$ cat src/rtl/bram_slot_pkg.sv
// Shared types and constants for the backup-RAM save-slot controller.
package bram_slot_pkg;

  // Controller states: idle, sector request pending, sector transfer, local format
  typedef enum logic [1:0] {
    ST_IDLE,
    ST_REQ,
    ST_XFER,
    ST_FMT
  } slot_state_t;

  // Blank-image header written to words 0..3 by the format engine
  localparam int FMT_HDR_N = 4;
  localparam logic [FMT_HDR_N-1:0][15:0] FMT_HDR = {16'h8010, 16'h8800, 16'h4D42, 16'h5548};

  // Width of the {slot, sector} part of the SD sector address
  function automatic int lba_width(input int slot_w, input int sect_w);
    return slot_w + sect_w;
  endfunction

endpackage

$ cat src/rtl/sd_req_timer.sv
// Loadable down-counter guarding one SD handshake phase; expire is high for
// the cycle in which TIMEOUT cycles of the phase have elapsed.
module sd_req_timer #(
  parameter int TIMEOUT = 4194304
) (
  input  logic clk_sys,
  input  logic reset,
  input  logic load,
  input  logic run,
  output logic expire
);

  localparam int CW = (TIMEOUT > 2) ? $clog2(TIMEOUT) : 1;
  localparam logic [CW-1:0] RELOAD = CW'(TIMEOUT - 1);

  logic [CW-1:0] cnt_reg;

  // Reload at phase entry, then count down while the phase is active
  always_ff @(posedge clk_sys) begin
    if (reset) begin
      cnt_reg <= '0;
    end else if (load) begin
      cnt_reg <= RELOAD;
    end else if (run && (cnt_reg != '0)) begin
      cnt_reg <= cnt_reg - CW'(1);
    end
  end

  assign expire = run && (cnt_reg == '0);

endmodule

$ cat src/rtl/bram_slot_ctrl.sv
// Save-slot controller: streams backup RAM between port B and the HPS SD
// sector interface, formats a blank image locally, tracks dirty state and
// autosaves, and abandons a handshake that stalls.
module bram_slot_ctrl
  import bram_slot_pkg::*;
#(
  parameter int SLOT_W  = 2,
  parameter int SECT_W  = 4,
  parameter int BUF_AW  = 8,
  parameter int TIMEOUT = 4194304
) (
  input  logic                     clk_sys,
  input  logic                     reset,
  input  logic                     enable,
  input  logic [SLOT_W-1:0]        slot,
  input  logic                     load_req,
  input  logic                     save_req,
  input  logic                     format_req,
  input  logic                     autosave_tick,
  input  logic                     autosave_en,
  input  logic                     bram_we,
  output logic [31:0]              sd_lba,
  output logic                     sd_rd,
  output logic                     sd_wr,
  input  logic                     sd_ack,
  input  logic [BUF_AW-1:0]        sd_buff_addr,
  input  logic [15:0]              sd_buff_dout,
  input  logic                     sd_buff_wr,
  output logic [SECT_W+BUF_AW-1:0] ram_addr,
  output logic [15:0]              ram_din,
  output logic                     ram_we,
  output logic                     busy,
  output logic                     loading,
  output logic                     dirty,
  output logic                     err
);

  localparam int LBA_W  = lba_width(SLOT_W, SECT_W);
  localparam int RAM_AW = SECT_W + BUF_AW;
  localparam int N_REQ  = 3;

  slot_state_t         state_reg;
  logic [SLOT_W-1:0]   slot_reg;
  logic [SECT_W-1:0]   sector_reg;
  logic [RAM_AW-1:0]   fmt_cnt_reg;
  logic                op_load_reg;
  logic                sd_rd_reg, sd_wr_reg;
  logic                busy_reg, loading_reg, dirty_reg, err_reg;
  logic                ack_sync_reg, ack_prev_reg;

  // Request bit order: 0 = load, 1 = save, 2 = format
  logic [N_REQ-1:0] req_in;
  logic [N_REQ-1:0] req_edge;
  assign req_in = {format_req, save_req, load_req};

  genvar gi;
  generate
    for (gi = 0; gi < N_REQ; gi++) begin : g_req_edge
      logic sync_reg;
      logic prev_reg;
      // Register the request level and its previous value for edge detection
      always_ff @(posedge clk_sys) begin
        if (reset) begin
          sync_reg <= 1'b0;
          prev_reg <= 1'b0;
        end else begin
          sync_reg <= req_in[gi];
          prev_reg <= sync_reg;
        end
      end
      assign req_edge[gi] = sync_reg & ~prev_reg;
    end
  endgenerate

  // Register the HPS acknowledge and its previous value for edge detection
  always_ff @(posedge clk_sys) begin
    if (reset) begin
      ack_sync_reg <= 1'b0;
      ack_prev_reg <= 1'b0;
    end else begin
      ack_sync_reg <= sd_ack;
      ack_prev_reg <= ack_sync_reg;
    end
  end

  logic ack_rise, ack_fall;
  assign ack_rise = ack_sync_reg & ~ack_prev_reg;
  assign ack_fall = ~ack_sync_reg & ack_prev_reg;

  // Accept decode from IDLE: load > save > format > autosave
  logic is_idle, start_ld, start_sv, start_fm, start_as, start_sd;
  assign is_idle  = (state_reg == ST_IDLE);
  assign start_ld = req_edge[0] & enable;
  assign start_sv = ~start_ld & req_edge[1] & enable;
  assign start_fm = ~start_ld & ~start_sv & req_edge[2];
  assign start_as = ~start_ld & ~start_sv & ~start_fm &
                    autosave_tick & autosave_en & dirty_reg & enable;
  assign start_sd = start_ld | start_sv | start_as;

  logic sector_last, fmt_last, expire;
  logic timer_load, timer_run, xfer_done, fmt_done;
  assign sector_last = &sector_reg;
  assign fmt_last    = &fmt_cnt_reg;
  assign timer_run   = (state_reg == ST_REQ) || (state_reg == ST_XFER);
  assign timer_load  = (is_idle && start_sd) ||
                       ((state_reg == ST_REQ)  && !expire && ack_rise) ||
                       ((state_reg == ST_XFER) && !expire && ack_fall && !sector_last);
  assign xfer_done   = (state_reg == ST_XFER) && !expire && ack_fall && sector_last;
  assign fmt_done    = (state_reg == ST_FMT) && fmt_last;

  sd_req_timer #(
    .TIMEOUT (TIMEOUT)
  ) u_timer (
    .clk_sys (clk_sys),
    .reset   (reset),
    .load    (timer_load),
    .run     (timer_run),
    .expire  (expire)
  );

  // Main sequencer with registered handshake and status outputs
  always_ff @(posedge clk_sys) begin
    if (reset) begin
      state_reg   <= ST_IDLE;
      slot_reg    <= '0;
      sector_reg  <= '0;
      fmt_cnt_reg <= '0;
      op_load_reg <= 1'b0;
      sd_rd_reg   <= 1'b0;
      sd_wr_reg   <= 1'b0;
      busy_reg    <= 1'b0;
      loading_reg <= 1'b0;
      dirty_reg   <= 1'b0;
      err_reg     <= 1'b0;
    end else begin
      // A core write landing in the same cycle as a completion keeps the image dirty
      if (bram_we || fmt_done) begin
        dirty_reg <= 1'b1;
      end else if (xfer_done) begin
        dirty_reg <= 1'b0;
      end

      case (state_reg)
        ST_IDLE: begin
          if (start_sd || start_fm) begin
            slot_reg    <= slot;
            sector_reg  <= '0;
            err_reg     <= 1'b0;
            busy_reg    <= 1'b1;
            fmt_cnt_reg <= '0;
          end
          if (start_sd) begin
            state_reg   <= ST_REQ;
            op_load_reg <= start_ld;
            loading_reg <= start_ld;
            sd_rd_reg   <= start_ld;
            sd_wr_reg   <= ~start_ld;
          end else if (start_fm) begin
            state_reg   <= ST_FMT;
            op_load_reg <= 1'b0;
          end
        end

        ST_REQ: begin
          if (expire) begin
            state_reg   <= ST_IDLE;
            sd_rd_reg   <= 1'b0;
            sd_wr_reg   <= 1'b0;
            busy_reg    <= 1'b0;
            loading_reg <= 1'b0;
            err_reg     <= 1'b1;
          end else if (ack_rise) begin
            state_reg <= ST_XFER;
            sd_rd_reg <= 1'b0;
            sd_wr_reg <= 1'b0;
          end
        end

        ST_XFER: begin
          if (expire) begin
            state_reg   <= ST_IDLE;
            busy_reg    <= 1'b0;
            loading_reg <= 1'b0;
            err_reg     <= 1'b1;
          end else if (ack_fall) begin
            if (sector_last) begin
              state_reg   <= ST_IDLE;
              busy_reg    <= 1'b0;
              loading_reg <= 1'b0;
            end else begin
              state_reg  <= ST_REQ;
              sector_reg <= sector_reg + 1'b1;
              sd_rd_reg  <= op_load_reg;
              sd_wr_reg  <= ~op_load_reg;
            end
          end
        end

        ST_FMT: begin
          if (fmt_last) begin
            state_reg <= ST_IDLE;
            busy_reg  <= 1'b0;
          end else begin
            fmt_cnt_reg <= fmt_cnt_reg + 1'b1;
          end
        end

        default: state_reg <= ST_IDLE;
      endcase
    end
  end

  // SD address is built from registered slot/sector, so it holds for a whole sector
  logic [LBA_W-1:0] lba_cur;
  assign lba_cur = {slot_reg, sector_reg};
  assign sd_lba  = 32'(lba_cur);
  assign sd_rd   = sd_rd_reg;
  assign sd_wr   = sd_wr_reg;

  // Port B: format engine owns the port while formatting, otherwise the SD buffer
  logic        fmt_active;
  logic [15:0] fmt_word;
  assign fmt_active = (state_reg == ST_FMT);
  assign fmt_word   = (fmt_cnt_reg[RAM_AW-1:2] == '0) ? FMT_HDR[fmt_cnt_reg[1:0]] : 16'h0000;
  assign ram_addr   = fmt_active ? fmt_cnt_reg : {sector_reg, sd_buff_addr};
  assign ram_din    = fmt_active ? fmt_word : sd_buff_dout;
  assign ram_we     = fmt_active | (sd_buff_wr & sd_ack & loading_reg);

  assign busy    = busy_reg;
  assign loading = loading_reg;
  assign dirty   = dirty_reg;
  assign err     = err_reg;

endmodule
$ cat config.mk
export PLATFORM = sky130hd
export DESIGN_NAME = bram_slot_ctrl
export DESIGN_NICKNAME = d
export VERILOG_FILES = /design/src/rtl/bram_slot_pkg.sv /design/src/rtl/sd_req_timer.sv /design/src/rtl/bram_slot_ctrl.sv
export SDC_FILE = /design/constraint.sdc
export NUM_CORES = 1
export LEC_CHECK = 0
export CAP_MARGIN = 20
export CORE_MARGIN = 2
export CORE_UTILIZATION = 50
export DETAILED_ROUTE_END_ITERATION = 6
export PLACE_DENSITY = 0.84
export SYNTH_ARGS = -nofsm -noshare
export SYNTH_HDL_FRONTEND = slang
export SYNTH_SLANG_ARGS = --single-unit
$ cat constraint.sdc
create_clock -name clk_sys -period 4.9 [get_ports clk_sys]
set_input_delay 0.98 -clock clk_sys [delete_from_list [all_inputs] [get_ports clk_sys]]
set_output_delay 0.98 -clock clk_sys [all_outputs]
set_load 0.05 [all_outputs]
# Yosys cells after proc, flatten, opt, wreduce, memory -nomap -nowiden
# Index checks and enable logic that the tools add are counted.
[totals]
register_bits = 57
latchBits = 0
mem_bits_rw = 0
romBits = 0
inputBits = 37
output_inout_bits = 67
wordCells = 160
mem_count = 0
[op_classes]
addsub = 3
multipliers = 0
div = 0
magnitude_cmp = 1
eq_ne = 16
n_shift = 0
mux = 51
bitwise_logic = 29
reduce_logical = 40
[op_table]
columns = ["op", "n"]
rows = [
  ["16-bit 2-to-1 mux", 3],
  ["22-bit 2-to-1 mux", 2],
  ["12-bit 2-to-1 mux", 3],
  ["16-bit binary-select mux with 2-bit select", 1],
  ["12-bit case mux with 2 select lines", 1],
  ["1-bit 2-to-1 mux", 23],
  ["22-bit logical NOT", 1],
  ["22-bit nonzero test", 1],
  ["22-bit by 1-bit subtractor with 22-bit output, second input constant", 1],
  ["1-bit bitwise AND", 17],
  ["4-bit 2-to-1 mux", 4],
  ["5-bit AND reduction", 3],
  ["2-bit 2-to-1 mux", 7],
  ["12-bit by 1-bit adder with 12-bit output, second input constant", 1],
  ["2-bit != test, second input constant", 6],
  ["12-bit AND reduction", 1],
  ["2-bit nonzero test", 6],
  ["1-bit logical AND", 10],
  ["10-bit logical NOT", 1],
  ["3-bit != test, second input constant", 3],
  ["1-bit NOT", 9],
  ["1-bit case mux with 3 select lines", 3],
  ["2-bit case mux with 4 select lines", 1],
  ["4-bit case mux with 2 select lines", 1],
  ["other kinds (18)", 31],
]

# Depth between registers and ports, before layout
[logic_depth]
depth_word = 20
ltp_mapped = 8
mapped_depth_nobuf = 7

# Modules after synthesis
# From an unflattened synthesis, not the netlist that was laid out.
[unflattened]
hier_cells = 423
area_unflattened_um2 = 3559.7
[modules_own_cells]
columns = ["module", "instances", "cells_each", "area_per_inst_um2", "seq_area_each_um2"]
rows = [
  ["bram_slot_ctrl", 1, 292, 2343.5, 700.7],
  ["sd_req_timer", 1, 131, 1216.2, 440.4],
]

# Worst setup path before layout
# No wires, ideal clock.
[synth_path]
path_kind = "register to output"
startpoint = "register state_reg[0]"
endpoint = "output port ram_din[10]"
t_arrival_ps = 2356
t_required_ps = 3920
path_slack_ps = 1564
path_stages_with_launch = 8
n_path_buf = 1
path_cell_list = "dfxtp_1 -> ha_1 -> clkbuf_1 -> nor4b_1 -> nand2_1 -> nor4_1 -> nand2_1 -> o21ai_0"
[synth_between]
elab_chain_len = 2
[synth_rtl]
columns = ["element", "line_no", "rtl"]
rows = [
  ["start: declaration", "bram_slot_ctrl.sv:42", "slot_state_t state_reg;"],
  ["start signal: assignment", "bram_slot_ctrl.sv:124", "state_reg <= ST_IDLE;"],
  ["start signal: assignment", "bram_slot_ctrl.sv:153", "state_reg <= ST_REQ;"],
  ["start signal: assignment", "bram_slot_ctrl.sv:159", "state_reg <= ST_FMT;"],
  ["2-bit equality test", "bram_slot_ctrl.sv:223", "assign fmt_active = (state_reg == ST_FMT);"],
  ["16-bit 2-to-1 mux", "bram_slot_ctrl.sv:226", "assign ram_din = fmt_active ? fmt_word : sd_buff_dout;"],
  ["end: declaration", "bram_slot_ctrl.sv:30", "output logic [15:0] ram_din,"],
]
# No other way between the ends.

# Worst setup path in the final report
[layout_path]
startpoint = "register state_reg[1]"
endpoint = "output port ram_din[14]"
# The elaborated chain is that of the path after synthesis.

==> flow_metrics.env <==
export IMPL_status="finished clean"
export IMPL_path_class="flip-flop to primary output"
export IMPL_clock_sinks=57
export IMPL_firstDrtPassIters=5
export IMPL_synthCells=422
export IMPL_start_util_pct=51.4
export IMPL_clockPowerShare_pct=16.9
export IMPL_num_vias=3334
export IMPL_power_density_nw_per_um2=528
export IMPL_wl_mm=8.15
export IMPL_grt_max_degree=42
export IMPL_antenna_found_initial=0
export IMPL_grt_util_all_layers_pct=21.4
export IMPL_die_w_um=87.3
export IMPL_avgSynthCellArea_um2=8.22
export IMPL_cts_root_buf="clkbuf_8"
export IMPL_finalHoldViolCount=0
export IMPL_timing_final_ws_setup_ns=0.827
export IMPL_seqPwrFrac_pct=29.0
export IMPL_dpl_cell_area_um2=4200
export IMPL_grt_pass1_vias=2975
export IMPL_cp_end_kind="primary output"
export IMPL_numCtsBuffers=9
export IMPL_ys_flop_type="dfxtp_1"
export IMPL_cts_tree="yes"
export IMPL_synth_async_sr_flop_share_pct=0
export IMPL_cp_start_kind="flip-flop"
export IMPL_synth_seq_cells=57
export IMPL_finalPower_w=0.00231
export IMPL_hold_buffers=0
export IMPL_cp_slowest_cell="clkdlybuf4s50_1"
export IMPL_synth_top_area_share_pct=32.9
export IMPL_place_ws_ns=1.20
export IMPL_synth_area_top_cells="dfxtp_1 (33%), buf_4 (5.6%), a21oi_1 (4.9%)"
export IMPL_synth_edf_count=0
export IMPL_design_area_um2=4370
export IMPL_power_net_switching_w=0.00107
export IMPL_cp_arrival_ns=3.09
export IMPL_fmax_ghz=0.245
export IMPL_diodes=0
export IMPL_path_clk_slew_ns=0.06
export IMPL_vias_per_cell=5.76
export IMPL_grt_ovfl_total=0
export IMPL_fin_crit_ns=4.07
export IMPL_yosysMostFrequentCell="dfxtp_1"
export IMPL_final_setup_skew_ns=0.0131
export IMPL_drt_iter0_markers=191
export IMPL_largest_reg_flops=22
export IMPL_slew_viol_final=0
export IMPL_die_h_um=87.3
export IMPL_area_growth_pct=26.0
export IMPL_postRouteAntennaNets=0
export IMPL_regArea_um2=1140
export IMPL_p_leak_nw=1.60
export IMPL_crit_top_cell="nand2_1"
export IMPL_cts_resized_gates=0
export IMPL_synthesis_area_um2=3470
export IMPL_gp_congestion=0.900
export IMPL_synth_common_cells="dfxtp_1 (57), a21oi_1 (34), nand2_1 (27), buf_4 (26), o21ai_0 (25)"
export IMPL_cap_violations=0
export IMPL_tightest_slew_ns=0.940
export IMPL_finalCritPeriodShare_pct=83.1
export IMPL_required_ns=3.92
export IMPL_clk_path_buf_depth=2
export IMPL_swShare_pct=46.3
export IMPL_drcViolationCount=0
export IMPL_yosysSeqAreaShare_pct=32.9
export IMPL_worstPathMaxFanout=6
export IMPL_grt_pass1_wl_mm=13.0
export IMPL_combPwrFrac_pct=54.2
export IMPL_place_hpwl_mm=5.97
export IMPL_core_um2=6760
export IMPL_ir_worst_vdd_uv=329
export IMPL_htree_num_levels=3
export IMPL_hp_class="flip-flop to flip-flop"
export IMPL_io_buffers=77
export IMPL_intPower_w=0.00124
export IMPL_drive_above_1_share_pct=8.62
export IMPL_nFillCells=569
export IMPL_worstPathCellList="ha_1, nor4b_1, nand2_1, nor4_1, nand2_1, o21ai_0, clkdlybuf4s50_1"
export IMPL_insertion_delay_ns=0.35
export IMPL_synth_cell_types=58
export IMPL_die_area_um2=7620
export IMPL_setup_viol=0
export IMPL_rsz0062_at_grt="false"
export IMPL_slowest_delay_ns=0.83
export IMPL_ioPinCount=104
export IMPL_final_setup_tns_ns=0
export IMPL_multi_input_area_um2=2090
export IMPL_postCtsSetupBuffers=0
export IMPL_rows=30
export IMPL_relSlewSlack_pct=37.3
export IMPL_fin_nets=541
export IMPL_yosys_warnings=0
export IMPL_wire_per_inst_um=14.1
export IMPL_yosysTopAreaCell="dfxtp_1"
[worst max-delay path: cells and delay by family, from the launching register on]
family,cells,cell delay (ns)
buf+inv,1,0.83
fa+ha+maj,1,0.18
flops,1,0.37
simple gates,4,1.23
compound gates,1,0.13
[metrics by stage]
step / cells / hold slack [ns] / util (%)
4_1_cts: 579 / 0.460 / 64.7
2_1_floorplan: 447 / 0.430 / -
3_3_place_gp: 563 / 0.442 / 62.1
3_5_place_dp: 563 / 0.446 / 62.1
5_1_grt: 579 / 0.472 / 64.7
6_report: 579 / 0.459 / 64.7
[layer usage]
metal / wire (µm) / vias to the layer above / share of wire [%] / track usage [%]
li1: - / 1648 / - / -
met1: 3450 / 1566 / 42 / 24.0
met2: 4060 / 114 / 50 / 37.9
met3: 583 / 6 / 7.2 / 7.68
met4: 58 / 0 / 0.71 / 6.29
met5: 0 / - / 0 / 0
[cell usage in the layout (no fill, tap or decap), types with 10 or more instances in the layout]
cell type	synthesis	final
clkdlybuf4s50_1	0	77
dfxtp_1	57	57
a21oi_1	34	34
nand2_1	27	27
conb_1	1	26
o21ai_0	25	25
inv_1	19	19
nor2_1	19	19
nor2b_1	17	17
mux2_2	13	13
nand3_1	13	13
o31ai_1	13	13
or4_1	12	12
clkbuf_8	0	11
a31oi_1	10	10
ha_1	10	10
[worst paths after layout]
kind | from | to | slack, ns | cells after the start
setup / recovery | state_reg[1]$_SDFFE_PP0P_ | ram_din[14] | 0.83 | 7
hold / removal | g_req_edge[1].sync_reg$_SDFF_PP0_ | g_req_edge[1].prev_reg$_SDFF_PP0_ | 0.46 | 1
setup reg to reg | state_reg[1]$_SDFFE_PP0P_ | u_timer.cnt_reg[19]$_SDFFE_PP0P_ | 1.73 | 7
hold reg to reg | g_req_edge[1].sync_reg$_SDFF_PP0_ | g_req_edge[1].prev_reg$_SDFF_PP0_ | 0.46 | 1
[cells by family (layout without fill, tap and decap cells)]
kind of cell             after synthesis  after routing  synth area share (%)
multiplexers                          18             18                  5.66
buffers and inverters                 63            115                  9.63
flip-flops                            57             57                  32.9
adder cells (fa/ha/maj)               10             10                  3.61
AO/OA/AOI/OAI                        114            114                  21.0
AND/OR/NAND/NOR                      147            147                  24.1
other                                  1             26                 0.108
XOR/XNOR                              12             12                  3.03
[final cells by class]
class / instances / share of cell area, %
Clock buffer: 14 / 3.72
Sequential cell: 57 / 26.1
Clock inverter: 2 / 0.286
Timing Repair Buffer: 79 / 18.0
Tap cell: 80 / 2.29
Multi-Input combinational cell: 327 / 47.9
Inverter: 20 / 1.72
[power groups by stage]
stage / registers [W] / logic (W) / clock network [W]
floorplan: 0.000700 / 0.000932 / 0
global placement: 0.000669 / 0.00121 / 0
CTS: 0.000668 / 0.00124 / 0.000398
detailed placement: 0.000677 / 0.00124 / 0
finish: 0.000669 / 0.00125 / 0.000389
global route: 0.000685 / 0.00137 / 0.000421
Power figures use the tool's default switching activity.
